## config.mk

```make
export PLATFORM = sky130hd
export DESIGN_NAME = div6_seq
export DESIGN_NICKNAME = d
export VERILOG_FILES = /design/src/rtl/div6_seq.sv
export SDC_FILE = /design/constraint.sdc
export NUM_CORES = 1
export LEC_CHECK = 0
export BUFFER_PORTS_ARGS = -buffer_cell sky130_fd_sc_hd__buf_4
export CORE_ASPECT_RATIO = 0.8
export CORE_MARGIN = 2
export CORE_UTILIZATION = 58
export CTS_BUF_LIST = sky130_fd_sc_hd__clkbuf_8
export DETAILED_ROUTE_END_ITERATION = 10
export PLACE_DENSITY = 0.82
export SKIP_LAST_GASP = 1
export SYNTH_ARGS = -nofsm -noshare
export SYNTH_HDL_FRONTEND = slang
export SYNTH_SLANG_ARGS = --single-unit
```

## constraint.sdc

```tcl
create_clock -name clk -period 2.1 [get_ports clk]
set_input_delay 0.315 -clock clk [delete_from_list [all_inputs] [get_ports clk]]
set_output_delay 0.315 -clock clk [all_outputs]
set_load 0.01 [all_outputs]
```

## src/rtl/div6_seq.sv

```systemverilog
// Sequential restoring divider: one quotient bit per clock, MSB first.
// A zero divisor skips the iteration and reports all-ones / dividend with a flag.
module div6_seq #(
    parameter int WIDTH = 6
) (
    input  logic             clk,
    input  logic             rst_n,
    input  logic             start,
    input  logic [WIDTH-1:0] dividend,
    input  logic [WIDTH-1:0] divisor,
    output logic             busy,
    output logic             done,
    output logic [WIDTH-1:0] quotient,
    output logic [WIDTH-1:0] remainder,
    output logic             div_by_zero,
    output logic [1:0]       stateDbg
);

    localparam int CW = $clog2(WIDTH + 1);
    localparam logic [CW-1:0] LAST_STEP = CW'(WIDTH - 1);

    typedef enum logic [1:0] {
        IDLE = 2'd0,
        RUN  = 2'd1,
        DONE = 2'd2
    } stateE;

    stateE            state, stateNext;
    logic [CW-1:0]    stepCnt, stepCntNext;
    logic [WIDTH:0]   partRem, partRemNext;
    logic [WIDTH-1:0] shiftReg, shiftRegNext;
    logic [WIDTH-1:0] divReg, divRegNext;
    logic             busyNext, doneNext, dbzNext;
    logic [WIDTH-1:0] quotientNext, remainderNext;

    // One row of subtract-or-pass cells; the borrow-out selects pass-through.
    logic [WIDTH:0]   trial;
    logic [WIDTH+1:0] diff;
    logic             borrow;
    logic [WIDTH:0]   stepRem;
    logic [WIDTH-1:0] stepShift;
    // P stays below the divisor after every step, so its top bit never feeds the next trial.
    logic             unusedPartMsb;

    assign trial         = {partRem[WIDTH-1:0], shiftReg[WIDTH-1]};
    assign diff          = {1'b0, trial} - {2'b00, divReg};
    assign borrow        = diff[WIDTH+1];
    assign stepRem       = borrow ? trial : diff[WIDTH:0];
    assign stepShift     = {shiftReg[WIDTH-2:0], ~borrow};
    assign unusedPartMsb = partRem[WIDTH];
    assign stateDbg      = state;

    always_comb begin
        stateNext     = state;
        stepCntNext   = stepCnt;
        partRemNext   = partRem;
        shiftRegNext  = shiftReg;
        divRegNext    = divReg;
        busyNext      = busy;
        doneNext      = 1'b0;
        quotientNext  = quotient;
        remainderNext = remainder;
        dbzNext       = div_by_zero;
        case (state)
            IDLE: begin
                if (start) begin
                    busyNext = 1'b1;
                    if (divisor == '0) begin
                        stateNext     = DONE;
                        doneNext      = 1'b1;
                        quotientNext  = '1;
                        remainderNext = dividend;
                        dbzNext       = 1'b1;
                    end else begin
                        stateNext    = RUN;
                        stepCntNext  = '0;
                        partRemNext  = '0;
                        shiftRegNext = dividend;
                        divRegNext   = divisor;
                    end
                end
            end
            RUN: begin
                partRemNext  = stepRem;
                shiftRegNext = stepShift;
                if (stepCnt == LAST_STEP) begin
                    stateNext     = DONE;
                    stepCntNext   = '0;
                    doneNext      = 1'b1;
                    quotientNext  = stepShift;
                    remainderNext = stepRem[WIDTH-1:0];
                    dbzNext       = 1'b0;
                end else begin
                    stepCntNext = stepCnt + CW'(1);
                end
            end
            DONE: begin
                stateNext = IDLE;
                busyNext  = 1'b0;
            end
            default: begin
                stateNext = IDLE;
                busyNext  = 1'b0;
            end
        endcase
    end

    always_ff @(posedge clk) begin
        if (!rst_n) begin
            state       <= IDLE;
            stepCnt     <= '0;
            partRem     <= '0;
            shiftReg    <= '0;
            divReg      <= '0;
            busy        <= 1'b0;
            done        <= 1'b0;
            quotient    <= '0;
            remainder   <= '0;
            div_by_zero <= 1'b0;
        end else begin
            state       <= stateNext;
            stepCnt     <= stepCntNext;
            partRem     <= partRemNext;
            shiftReg    <= shiftRegNext;
            divReg      <= divRegNext;
            busy        <= busyNext;
            done        <= doneNext;
            quotient    <= quotientNext;
            remainder   <= remainderNext;
            div_by_zero <= dbzNext;
        end
    end

endmodule

```

==> results.txt <==
For the final database, setup skew stands at 8.50 ps. The net total in the final layout is 252. The combined area of all synthesized cells is 0.00189 mm^2. The post-CTS clock slew at the launch and capture registers of the worst setup and hold paths is 80 ps. Setup total negative slack on the finished layout was measured at 0 ps.

The detailed-router iteration count before antenna repair is 4. Setup repair after global routing left no endpoint under its margin. The initial antenna violation count came out at 0. The maximum number of pins on one net before global-route repair came out at 39. The total power per unit cell area came out at 744 mW/mm^2. The worst hold path passes through 3 cells. Setup slack closes at 188 ps. Setup violations remaining at the end of the flow were counted as 0. In the synthesized netlist the dominant register cell turns out to be sky130_fd_sc_hd__dfxtp_1. The critical path is of the reg2reg type. In this run the remaining antenna-violating nets after routing total 0. The pre-CTS setup slack is 173 ps. The violation count after the first detailed-routing iteration came out at 109. The sum of routed wire length over all layers came out at 4.15 mm. For hold timing, the worst endpoint is divReg[3]. The last weighted congestion value of the routability-driven placer came out at 0.818.

The routed wirelength normalized by instance count came out at 15.3 um. Of the total power, registers draw 47.8%. The number of slew-limit violations in the final report came out at 0. In the routed layout, each cell is associated on average with a via count of 5.81. During synthesis, Yosys emitted a total of 0 warnings.

The detailed router placed 1575 vias in this run. The clock tree root driver cell is sky130_fd_sc_hd__clkbuf_8. The via count of the first global-routing pass is 1432. The smallest clock period supported by the final layout is computed as 1910 ps.

After floorplanning, the core was sized to cover 0.00309 mm^2. The library cell used most frequently in the layout, excluding fill and tap cells, is sky130_fd_sc_hd__dfxtp_1. The first global-routing pass estimated 6.49 mm of wire.

The initial utilization of the core area, before any placement, comes to 61.1%. The post-detailed-placement cell area is 0.00212 mm^2. The total of buffers placed on input and output ports is 31. The count of boundary I/O pins came out at 32. The run finished with clean final reports. The global-route usage over all layers came out at 24.5%. In this run, synthesis produced a sequential element count of 38. The number of enable-type register cells in the synthesized netlist came out at 0.

Per report_power, the combinational group accounts for 19.8% of the total. The number of buffers on the longest clock path is 2. The worst min-delay path class is in2reg. The mean cell area of the mapped netlist is 9.43 um^2.

Net switching is 29.6% of the power. Across all register-to-register paths, the minimum setup slack is 190 ps. The worst setup path is launched from a register. Headroom to the max-slew limit came out at 65.6%. Of all nets on the critical path, the largest fanout is 7. After routing the design area is 0.00221 mm^2. The worst setup path is captured at a register. The insertion delay to the later sink of the worst-skew pair came out at 300 ps.

In this run the static leakage power is 0.963 nW. The actual slew at the worst max-slew pin came out at 513 ps. The count of maximum capacitance violations came out at 0. The required time reported for the critical path endpoint came out at 2330 ps.

The endpoint identified for the worst register-to-register timing path is remainder[1]. The footprint of the multi-input gates is 0.00102 mm^2. The horizontal die dimension is 67.7 um.

In the final layout, the share of cells above drive strength 1 is 27.3%. The number of rows in the core area came out at 18. The cell count of the worst reg-to-reg path is 6. The internal power component came out at 1.16 mW. For this design, the CTS-stage hold fixing added 0 buffers. The maximum VDD drop is 0.538 mV. The footprint of the flip-flops and latches is 761 um^2. Once detailed placement completed, the half-perimeter wirelength came to 2.94 mm. The overall die area is 0.00373 mm^2. Based on the critical path, the design can be clocked at up to 523 MHz. The total overflow left after global routing is 0. The vertical die dimension came out at 55 um. The ratio of final minimum period to clock period is 91.0%.

In the layout the commonest cells are sky130_fd_sc_hd__dfxtp_1, sky130_fd_sc_hd__buf_4, sky130_fd_sc_hd__nand2_1, sky130_fd_sc_hd__a21oi_1, sky130_fd_sc_hd__o21ai_0. The quantity of gates resized following cts is 0. The hold path startpoint is divisor[3]. The layout-stage area growth over the synthesis result is 17.5%.

The number of unique standard cell types used by synthesis came out at 45. The count of fill cells added during filler insertion is 227. The worst register-to-register path begins at partRem[1].

Data on the critical path arrives at its endpoint at 2140 ps. The sink count of the clock tree is 38. The analysis attributes to net switching a power of 488 uW. Buffers inserted during clock tree synthesis total 5.

When the netlist entered floorplanning its net count stood at 222. The count of unresolved DRC violations after routing is 0. The share of total power dissipated in the clock network is 32.4%. The number of endpoints with negative hold slack in the final report was 0. The antenna diode count is 0.

The CTS tree is yes. The number of standard cells after synthesis is 200. In the synthesized netlist the async set-or-reset flop fraction comes to 0%. The part of the Yosys area used for sequential elements is 40.3%. The H-tree was split into 2 levels.
-- synthesized netlist by cell type, drive strengths merged, types with 2 or more instances --
cell type  instances  area, um^2
a21o               2        15.0
nor2              11        41.3
and3b              2        20.0
a31oi             11        81.3
inv               12        45.0
a22oi              3        22.5
nand2b             2        20.0
mux2i              2        20.0
dfxtp             38         761
o21ai             17        92.6
nand2             20        82.6
buf                6        48.8
nand3              8        45.0
nor3b              2        15.0
a21oi             15        75.1
xor2               2        17.5
ha                 6        75.1
o221a              6        67.6
nor2b              9        56.3
clkbuf             4        15.0
o211a              7        70.1
-- power groups by stage --
| stage | Clock [mW] | Sequential, mW | Combinational [mW] |
|---|---|---|---|
| after global placement | 0 | 0.802 | 0.310 |
| after floorplan | 0 | 0.798 | 0.242 |
| after CTS | 0.538 | 0.787 | 0.325 |
| final | 0.533 | 0.788 | 0.327 |
| after global routing | 0.564 | 0.793 | 0.361 |
| after detailed placement | 0 | 0.803 | 0.321 |
-- cell type report --
type,count,area share [%]
clock buffer,6,3.73
clock inverter,2,0.565
inverter,12,2.03
multi-input combinational,140,45.9
sequential,38,34.4
tap,40,2.26
timing repair buffer,33,11.2
-- cell families after synthesis --
| logic type | Yosys count | share of synthesized area [%] |
|---|---|---|
| AOI/OAI and AO/OA | 68 | 27.6 |
| xor gates and xnor gates | 3 | 1.39 |
| adders and majority gates | 7 | 5.04 |
| buffers and inverters | 22 | 5.77 |
| DFF | 38 | 40.3 |
| muxes | 2 | 1.06 |
| and+or+nand+nor | 60 | 18.8 |
-- state kept, by name, summed over array words and instances (netlist names) --
name / cells
shiftReg: 6
quotient: 6
divReg: 6
stateDbg: 2
done: 1
div_by_zero: 1
remainder: 6
partRem: 6
stepCnt: 3
busy: 1
-- how the worst max path moves through the flow --
stage / start / end / slack [ps] / cells past startpoint
floorplan: divReg[4] / remainder[4] / 400 / 7
global placement: partRem[3] / partRem[1] / 260 / 6
detailed placement: divReg[4] / partRem[1] / 170 / 7
CTS: partRem[3] / remainder[1] / 150 / 6
global route: partRem[3] / remainder[2] / 50 / 6
finish: partRem[1] / remainder[1] / 190 / 6
-- worst max-delay path: stages (launching register included) --
cell and delay, ps:
sky130_fd_sc_hd__dfxtp_1 340, sky130_fd_sc_hd__ha_1 370, sky130_fd_sc_hd__o211ai_2 180, sky130_fd_sc_hd__a21oi_1 110
sky130_fd_sc_hd__a311oi_4 470, sky130_fd_sc_hd__a22oi_1 210, sky130_fd_sc_hd__a31oi_1 170
-- metal layers --
metal | GRT usage (%) | wire [um] | vias up
li1 | - | - | 783
met1 | 29.9 | 1910 | 744
met2 | 41.2 | 1950 | 41
met3 | 5.67 | 239 | 7
met4 | 11.9 | 54 | 0
met5 | 0 | 0 | -
-- repair_timing --
item	4_1_cts	5_1_grt
setup buffers	0	0
endpoints found under the hold margin	0	0
endpoints found under the setup margin	0	2
-- stage by stage --
stage	power, mW	utilization [%]	hold WS (ps)	instances
2_1_floorplan	1.04	-	475	200
3_3_place_gp	1.11	68.7	484	263
3_5_place_dp	1.12	68.7	493	263
4_1_cts	1.65	71.8	295	271
5_1_grt	1.72	71.8	308	271
6_report	1.65	71.8	293	271
Power figures use the tool's default switching activity.
